==> config.mk <==
export PLATFORM = sky130hd
export DESIGN_NAME = rtc_scheduler
export DESIGN_NICKNAME = d
export VERILOG_FILES = /design/src/rtl/rtc_pkg.sv /design/src/rtl/rtc_refresh_timer.sv /design/src/rtl/rtc_scheduler.sv
export SDC_FILE = /design/constraint.sdc
export NUM_CORES = 1
export LEC_CHECK = 0
export ABC_AREA = 1
export CORE_MARGIN = 4
export CORE_UTILIZATION = 45
export CTS_CLUSTER_SIZE = 30
export DETAILED_ROUTE_END_ITERATION = 7
export PLACE_DENSITY_LB_ADDON = 0.2
export SYNTH_ARGS = -nofsm -noshare
export SYNTH_HDL_FRONTEND = slang
export SYNTH_SLANG_ARGS = --single-unit
==> constraint.sdc <==
create_clock -name clk -period 1.7 [get_ports clk]
set_input_delay 0.425 -clock clk [delete_from_list [all_inputs] [get_ports clk]]
set_output_delay 0.425 -clock clk [all_outputs]
set_load 0.005 [all_outputs]
==> src/rtl/rtc_pkg.sv <==
// Shared types and constants for the RTC transaction scheduler.
// Covers scheduler states, transaction kinds and the RTC register map.
package rtc_pkg;

  typedef enum logic [2:0] {
    INIT_ISSUE,
    IDLE,
    ISSUE,
    WAIT_START,
    WAIT_DONE,
    COMPLETE
  } state_t;

  typedef enum logic [1:0] {
    K_INIT,
    K_USER,
    K_SWEEP
  } kind_t;

  localparam logic [7:0] ADDR_CMD_INIT = 8'h02;
  localparam logic [7:0] ADDR_SEG      = 8'h21;
  localparam logic [7:0] ADDR_MIN      = 8'h22;
  localparam logic [7:0] ADDR_HORA     = 8'h23;
  localparam logic [7:0] ADDR_DIA      = 8'h24;
  localparam logic [7:0] ADDR_MES      = 8'h25;
  localparam logic [7:0] ADDR_ANIO     = 8'h26;

  localparam logic [7:0] INIT_DATA_0 = 8'h10;
  localparam logic [7:0] INIT_DATA_1 = 8'h00;

  localparam logic OP_READ  = 1'b0;
  localparam logic OP_WRITE = 1'b1;

  function automatic logic [7:0] sweep_addr(input logic [2:0] idx);
    case (idx)
      3'd0:    return ADDR_SEG;
      3'd1:    return ADDR_MIN;
      3'd2:    return ADDR_HORA;
      3'd3:    return ADDR_DIA;
      3'd4:    return ADDR_MES;
      3'd5:    return ADDR_ANIO;
      default: return ADDR_SEG;
    endcase
  endfunction

endpackage

==> src/rtl/rtc_refresh_timer.sv <==
// Free-running refresh counter; emits a one-cycle tick every REFRESH_CYCLES
// enabled cycles. Needs 2**CNT_W > REFRESH_CYCLES.
module rtc_refresh_timer #(
  parameter int REFRESH_CYCLES = 10_000_000,
  parameter int CNT_W          = 24
) (
  input  logic clk_i,
  input  logic rst_ni,
  input  logic en_i,
  output logic tick_o
);

  logic [CNT_W-1:0] cnt_q, cnt_d;
  logic             at_end;

  assign at_end = (cnt_q == CNT_W'(REFRESH_CYCLES - 1));

  always_comb begin
    cnt_d  = cnt_q;
    tick_o = 1'b0;
    if (en_i) begin
      if (at_end) begin
        cnt_d  = '0;
        tick_o = 1'b1;
      end else begin
        cnt_d = cnt_q + 1'b1;
      end
    end
  end

  always_ff @(posedge clk_i or negedge rst_ni) begin
    if (!rst_ni) cnt_q <= '0;
    else         cnt_q <= cnt_d;
  end

endmodule

==> src/rtl/rtc_scheduler.sv <==
// Schedules init writes, periodic time/date sweeps and user writes onto the
// RTC bus engine, one transaction at a time.
//
// state      | meaning
// INIT_ISSUE | first cycle out of reset, sets up init write 0
// IDLE       | transaction boundary, picks init / user write / sweep read
// ISSUE      | flag_in pulse, transaction parameters held
// WAIT_START | waiting for engine busy, bounded by START_TIMEOUT
// WAIT_DONE  | engine busy, read data captured on tomar_dato
// COMPLETE   | bookkeeping and ack/done pulses
module rtc_scheduler
  import rtc_pkg::*;
#(
  parameter int REFRESH_CYCLES = 10_000_000,
  parameter int START_TIMEOUT  = 8,
  parameter int CNT_W          = 24
) (
  input  logic       clk,
  input  logic       reset,
  input  logic       wr_req,
  input  logic [7:0] wr_addr,
  input  logic [7:0] wr_data,
  output logic       wr_ack,
  output logic       flag_in,
  output logic       lee_escribe_m,
  output logic [7:0] add,
  output logic [7:0] datos,
  input  logic       flag_work_s,
  input  logic       tomar_dato,
  input  logic [7:0] data,
  output logic [7:0] seg,
  output logic [7:0] min,
  output logic [7:0] hora,
  output logic [7:0] dia,
  output logic [7:0] mes,
  output logic [7:0] anio,
  output logic       sweep_done,
  output logic       init_done,
  output logic       busy,
  output logic       error
);

  localparam int              TO_W    = $clog2(START_TIMEOUT + 1);
  localparam logic [TO_W-1:0] TO_LAST = TO_W'(START_TIMEOUT - 1);

  state_t          state_q;
  kind_t           kind_q;
  logic [2:0]      idx_q;
  logic            init_idx_q;
  logic            sweep_q;
  logic            fw_q;
  logic [TO_W-1:0] to_cnt_q;
  logic [7:0]      shadow_q [6];
  logic            wr_ack_q, flag_in_q, op_q, sweep_done_q;
  logic            init_done_q, busy_q, error_q;
  logic [7:0]      add_q, datos_q;
  logic            tick;

  rtc_refresh_timer #(
    .REFRESH_CYCLES(REFRESH_CYCLES),
    .CNT_W         (CNT_W)
  ) u_timer (
    .clk_i (clk),
    .rst_ni(reset),
    .en_i  (init_done_q),
    .tick_o(tick)
  );

  always_ff @(posedge clk or negedge reset) begin
    if (!reset) begin
      state_q      <= INIT_ISSUE;
      kind_q       <= K_INIT;
      idx_q        <= '0;
      init_idx_q   <= 1'b0;
      sweep_q      <= 1'b0;
      fw_q         <= 1'b0;
      to_cnt_q     <= '0;
      for (int i = 0; i < 6; i++) shadow_q[i] <= '0;
      wr_ack_q     <= 1'b0;
      flag_in_q    <= 1'b0;
      op_q         <= OP_READ;
      add_q        <= '0;
      datos_q      <= '0;
      sweep_done_q <= 1'b0;
      init_done_q  <= 1'b0;
      busy_q       <= 1'b0;
      error_q      <= 1'b0;
    end else begin
      flag_in_q    <= 1'b0;
      wr_ack_q     <= 1'b0;
      sweep_done_q <= 1'b0;
      fw_q         <= flag_work_s;
      // A tick while a sweep is pending or running is dropped, not queued.
      if (tick && !sweep_q) sweep_q <= 1'b1;

      case (state_q)
        INIT_ISSUE, IDLE: begin
          if (!init_done_q) begin
            kind_q    <= K_INIT;
            op_q      <= OP_WRITE;
            add_q     <= ADDR_CMD_INIT;
            datos_q   <= init_idx_q ? INIT_DATA_1 : INIT_DATA_0;
            flag_in_q <= 1'b1;
            busy_q    <= 1'b1;
            state_q   <= ISSUE;
          end else if (wr_req) begin
            kind_q    <= K_USER;
            op_q      <= OP_WRITE;
            add_q     <= wr_addr;
            datos_q   <= wr_data;
            flag_in_q <= 1'b1;
            busy_q    <= 1'b1;
            state_q   <= ISSUE;
          end else if (sweep_q) begin
            kind_q    <= K_SWEEP;
            op_q      <= OP_READ;
            add_q     <= sweep_addr(idx_q);
            datos_q   <= '0;
            flag_in_q <= 1'b1;
            busy_q    <= 1'b1;
            state_q   <= ISSUE;
          end
        end
        ISSUE: begin
          to_cnt_q <= '0;
          state_q  <= WAIT_START;
        end
        WAIT_START: begin
          if (flag_work_s) begin
            state_q <= WAIT_DONE;
          end else if (to_cnt_q == TO_LAST) begin
            // Drop the transaction; a user/init write is retried from IDLE.
            error_q <= 1'b1;
            busy_q  <= 1'b0;
            state_q <= IDLE;
            if (kind_q == K_SWEEP) begin
              sweep_q <= 1'b0;
              idx_q   <= '0;
            end
          end else begin
            to_cnt_q <= to_cnt_q + 1'b1;
          end
        end
        WAIT_DONE: begin
          if (tomar_dato && kind_q == K_SWEEP) shadow_q[idx_q] <= data;
          if (fw_q && !flag_work_s) begin
            busy_q       <= 1'b0;
            wr_ack_q     <= (kind_q == K_USER);
            sweep_done_q <= (kind_q == K_SWEEP) && (idx_q == 3'd5);
            state_q      <= COMPLETE;
          end
        end
        COMPLETE: begin
          state_q <= IDLE;
          case (kind_q)
            K_INIT: begin
              if (init_idx_q) init_done_q <= 1'b1;
              else            init_idx_q  <= 1'b1;
            end
            K_SWEEP: begin
              if (idx_q == 3'd5) begin
                idx_q   <= '0;
                sweep_q <= 1'b0;
              end else begin
                idx_q <= idx_q + 3'd1;
              end
            end
            default: ;
          endcase
        end
        default: state_q <= IDLE;
      endcase
    end
  end

  assign wr_ack        = wr_ack_q;
  assign flag_in       = flag_in_q;
  assign lee_escribe_m = op_q;
  assign add           = add_q;
  assign datos         = datos_q;
  assign seg           = shadow_q[0];
  assign min           = shadow_q[1];
  assign hora          = shadow_q[2];
  assign dia           = shadow_q[3];
  assign mes           = shadow_q[4];
  assign anio          = shadow_q[5];
  assign sweep_done    = sweep_done_q;
  assign init_done     = init_done_q;
  assign busy          = busy_q;
  assign error         = error_q;

endmodule

Word-level counts from Yosys, hierarchy flattened
Index checks and enable logic that the tools add are counted.
{"block": "classes", "n_addsub": 3, "magnitude_cmp": 2, "eq_ne": 23, "muxes": 58, "bitwise_logic": 2, "n_reduce_logical": 22}
{"op": "$mux W8", "n": 7}
{"op": "$bwmux W48", "n": 1}
{"op": "$mux W3", "n": 11}
{"op": "$mux W1", "n": 25}
{"op": "$add A24 B1 Y24 const B", "n": 1}
{"op": "$demux W8 S3", "n": 1}
{"op": "$eq A24 B24 Y1 const B", "n": 1}
{"op": "$mux W24", "n": 1}
{"op": "$pmux W3 S5", "n": 1}
{"op": "$eq A3 B2 Y1 const B", "n": 4}
{"op": "$eq A3 B3 Y1 const B", "n": 4}
{"op": "$ne A2 B2 Y1 const B", "n": 6}
{"op": "$pmux W3 S4", "n": 1}
{"op": "$reduce_and A3 Y1", "n": 4}
{"op": "$reduce_and A5 Y1", "n": 2}
{"op": "$mux W4", "n": 2}
{"op": "$pmux W4 S2", "n": 1}
{"op": "$eq A3 B1 Y1 const B", "n": 2}
{"op": "$mux W2", "n": 3}
{"op": "$ne A3 B3 Y1 const B", "n": 2}
{"op": "$pmux W3 S2", "n": 1}
{"op": "$reduce_and A2 Y1", "n": 3}
{"op": "$logic_and A1 B1 Y1", "n": 5}
{"op": "$mux W5", "n": 1}
{"op": "other kinds (18)", "n": 20}
{"block": "word_totals", "reg_bits": 110, "output_inout_bits": 71}

Longest topological paths before layout
{"block": "depth", "depth_word": 9, "depth_mapped": 9, "depth_no_buf": 9}

Cells and area by module
From an unflattened synthesis, not the netlist that was laid out.
{"block": "unflattened", "cells_unflattened": 619, "area_unflattened_um2": 5271.3}
{"mod": "rtc_scheduler", "instances": 1, "cells_per_inst": 399, "area_per_inst_um2": 3728.6, "seq_area_each_um2": 2152.1}
{"mod": "rtc_refresh_timer", "instances": 1, "cells_per_inst": 220, "area_per_inst_um2": 1542.7, "seq_area_each_um2": 600.6}

Worst setup path after synthesis
OpenSTA, ideal clock, no wires.
{"block": "synth_path", "path_type": "register to register", "startpoint": "register u_timer.cnt_q[0]", "endpoint": "register u_timer.cnt_q[20]", "arrival_time_ns": 1.273, "path_slack_ns": 0.310, "path_stages_with_launch": 9, "period_less_slack_ns": 1.390, "path_cell_list": "dfrtp_1 -> ha_1 -> nand2_1 -> nor2_1 -> nand2_1 -> nor2_1 -> nand3_1 -> nand2_1 -> nor2_1"}
{"block": "synth_via", "elab_chain_cells": 2, "elab_cells_between_ends": 3, "classes_between": "1 x add/sub; 1 x eq/ne; 1 x mux"}
{"item": "from (decl)", "line": "rtc_refresh_timer.sv:13", "rtl": "logic [CNT_W-1:0] cnt_q, cnt_d;"}
{"item": "from (signal assigned)", "line": "rtc_refresh_timer.sv:33", "rtl": "else cnt_q <= cnt_d;"}
{"item": "$add A24 B1 Y24 or $eq A24 B24 Y1 (tied branches)", "line": "rtc_refresh_timer.sv:26, rtc_refresh_timer.sv:16"}
{"item": "$mux W24 (*)", "line": "rtc_refresh_timer.sv:22", "rtl": "if (at_end) begin"}
Every way passes the cells marked *; elsewhere a longest branch is shown, timed or not.
A chain may end at the register's enable or synchronous reset.

Worst setup path in the final report
{"block": "layout_path", "startpoint": "register shadow_q (netlist bit seg[4])", "endpoint": "output port seg[4]"}
{"item": "from (decl)", "line": "rtc_scheduler.sv:53", "rtl": "logic [7:0] shadow_q [6];"}
{"item": "from (signal, indexed assignment)", "line": "rtc_scheduler.sv:145", "rtl": "if (tomar_dato && kind_q == K_SWEEP) shadow_q[idx_q] <= data;"}
{"item": "to (decl)", "line": "rtc_scheduler.sv:31", "rtl": "output logic [7:0] seg,"}
No word-level cell between the ends.

==> metrics.yaml <==
outcome: "completed"
drv_cap: 0
timing.final.crit_period_ns: 1.66
p_int_mw: 5.17
avgViaCountPerCell: 4.95
cts.clk_slew.worst_paths_ns: 0.08
fill_cells: 1012
combPwrFrac_pct: 30.7
drc: 0
grt_busiest_layer: "met2"
cts_tree: "yes"
antenna_found_initial: 0
relSlewSlack_pct: 72.8
grt_pass1_vias: 4475
drv_slew: 0
avgRoutedWirePerCell_um: 14.7
crit_buf_inv: 1
synth_mux_area_share_pct: 0
cp_cell_sequence: "clkdlybuf4s50_1"
synth_nets: 661
grt_max_degree: 57
pin_count: 100
synth_top_family_by_area: "simple AND/OR/NAND/NOR gates"
cp-start-kind: "flop"
row_count: 39
die_x_um: 116
cp_top_family: "buffers and inverters"
required_ns: 1.27
switching_power_mw: 2.67
grt_util_all_layers_pct: 21.2
fp.dieH_um: 116
synth_cells: 626
firstDrtPassIters: 4
async_flop_share_pct: 100
synthFlopType: "dfrtp_1"
final_core_util_pct: 60.4
cp_slowest_cell: "clkdlybuf4s50_1"
sw_frac_of_total_pct: 34.0
insertion_delay_ns: 0.36
synth-compound-area-share_pct: 8.92
grt_pass1_wl_mm: 22.2
clkPwrFrac_pct: 26.4
syn_to_final_growth_pct: 31.5
drive_above_1_share_pct: 9.69
synthXorXnorAreaFrac_pct: 1.34
root_buffer: "clkbuf_16"
via_count: 4434
peakVddDrop_uv: 717
placed_cells: 876
worst_pin_slew_ns: 0.407
fin_nets: 783
yosysTopAreaCell: "dfrtp_1"
drt-total-wl_mm: 13.2
drtAntennaViolNets: 0
endpoint_kind: "output pin"
htreeDepth: 3
crit_type: "reg2out"
gp_congestion: 0.901
avgSynthCellArea_um2: 8.34
use_met3_pct: 6.53
yosysMostFrequentCell: "nand2_1"
yosys-top-cells-count: "191 x nand2_1, 110 x dfrtp_1, 71 x inv_1, 70 x nor2_1, 52 x nand3_1"
grt_use_met1_pct: 28.3
yosysSeqAreaShare_pct: 52.7
synthTopCellsByArea: "dfrtp_1 53%, nand2_1 14%, inv_1 5.1%"
leakage_nw: 3.80
final_cells: 896
hold_viol_final: 0
core_mm2: 0.0114
drt_iter0_markers: 201
hold_class: "in2async"
max_stage_delay_ns: 0.51
ff2ff_path_depth: 6
netlist_area_mm2: 0.00522
pwr-share-seq_pct: 42.9
clockBufferDepth: 2
overflow: 0
period_share_pct: 97.8
finalSetupTns_ns: 0
clock.fmax_mhz: 602
arrival_ns: 1.24
grt_use_met2_pct: 33.4
worstSetupPathDepth: 1
initial_core_util_pct: 45.9
portBuffers: 99
die_area_mm2: 0.0134
synth_top_cell_area_share_pct: 52.7
diodes: 0
synth_edf_count: 0
fin_skew_ns: 0.0104
rsz0062_at_grt: "no"
yosys.area_share.simple_pct: 28.3
yosys_warnings: 0
cts_buffers: 9
synth-seq-cells: 110
setup_viol: 0
pwr_density_cell_mw_per_mm2: 1140
synthAdderAreaFrac_pct: 1.44
ys_types: 29
cp_max_fo: 2
cts_sinks: 110
hpwlAfterDp_mm: 9.73
-- layer usage --
layer / up-vias / routed length, µm / part of all wire, %
met2: 109 / 6020 / 46
met5: - / 0 / 0
met1: 2073 / 6020 / 46
li1: 2234 / - / -
met4: 0 / 206 / 1.6
met3: 18 / 912 / 6.9
-- per-stage QoR --
stage / power (mW) / hold slack (ns) / instance area, µm² / worst slack (ns)
after global routing: 8.39 / 0.405 / 6870 / 0.000503
final: 7.83 / 0.409 / 6870 / 0.0380
after global placement: 5.73 / 0.231 / 6460 / -0.113
after CTS: 7.92 / 0.409 / 6770 / 0.00412
after detailed placement: 5.80 / 0.231 / 6460 / -0.146
after floorplan: 4.62 / 0.129 / 5220 / 0.310
-- registers in the layout (all words and copies together), names as in the netlist, 4 cells and up --
register,flops
add,8
anio,8
datos,8
dia,8
hora,8
mes,8
min,8
seg,8
to_cnt_q,4
u_timer.cnt_q,24
-- final timing paths --
check	endpoint	slack (ns)	start
min in group clk	init_idx_q	0.47	init_idx_q
hold reg to reg	init_idx_q	0.47	init_idx_q
setup / recovery	seg[4]	0.04	seg[4]
max in group asynchronous	min[6]	0.82	reset
hold / removal	flag_in	0.41	reset
setup reg to reg	anio[4]	0.13	state_q[1]
-- worst register-to-register path: stages, from the launching register on --
cell,delay [ns]
dfrtp_1,0.42
inv_1,0.17
nand3_4,0.14
nor2_8,0.28
nand3_4,0.24
nand2_1,0.13
o21ai_1,0.07
-- logic make-up after synthesis --
group / count (synthesis)
compound gates: 80
xor+xnor: 8
fa+ha+maj: 6
buf+inv: 86
flops: 110
simple gates: 336
-- area by class of cell --
class / count / area (µm²) / share of cell area, %
timing repair buffer: 123 / 1270 / 18.5
clock inverter: 7 / 63.8 / 0.929
inverter: 74 / 278 / 4.05
clock buffer: 9 / 225 / 3.28
sequential: 110 / 2750 / 40.1
tap: 143 / 179 / 2.61
multi-input combinational: 430 / 2100 / 30.6
-- layout by cell type, fill, tap and decap left out --
| master | count |
|---|---|
| a21oi_1 | 10 |
| a31oi_1 | 2 |
| buf_12 | 2 |
| buf_4 | 22 |
| clkbuf_16 | 9 |
| clkdlybuf4s50_1 | 66 |
| clkinvlp_4 | 2 |
| dfrtp_1 | 109 |
| dfrtp_2 | 1 |
| dlygate4sd2_1 | 2 |
| dlygate4sd3_1 | 1 |
| dlymetal6s2s_1 | 30 |
| ha_1 | 5 |
| ha_2 | 1 |
| inv_1 | 71 |
| inv_2 | 3 |
| inv_6 | 3 |
| inv_8 | 2 |
| nand2_1 | 191 |
| nand2_2 | 2 |
| nand3_1 | 51 |
| nand3_2 | 1 |
| nand3_4 | 7 |
| nand3b_1 | 1 |
| nand4_1 | 4 |
| nor2_1 | 69 |
| nor2_2 | 2 |
| nor2_4 | 1 |
| nor2_8 | 1 |
| nor3_1 | 4 |
| nor4_1 | 2 |
| o211ai_1 | 1 |
| o21a_1 | 1 |
| o21ai_0 | 15 |
| o21ai_1 | 35 |
| o21ai_2 | 14 |
| o21bai_1 | 2 |
| xor2_1 | 8 |
-- timing repair --
action	CTS	global route
resized for setup	3	33
hold buffers	1	0
pin swaps	0	2
endpoints found under the hold margin	1	0
setup endpoints to repair	3	44
buffers inserted	1	2
-- power groups by stage --
stage / combinational [mW] / clock [mW] / sequential [mW]
2_1_floorplan: 1.23 / 0 / 3.39
3_3_place_gp: 2.32 / 0 / 3.41
3_5_place_dp: 2.37 / 0 / 3.43
4_1_cts: 2.43 / 2.13 / 3.36
5_1_grt: 2.72 / 2.25 / 3.42
6_report: 2.41 / 2.07 / 3.36
(Power assumes the default switching activity.)
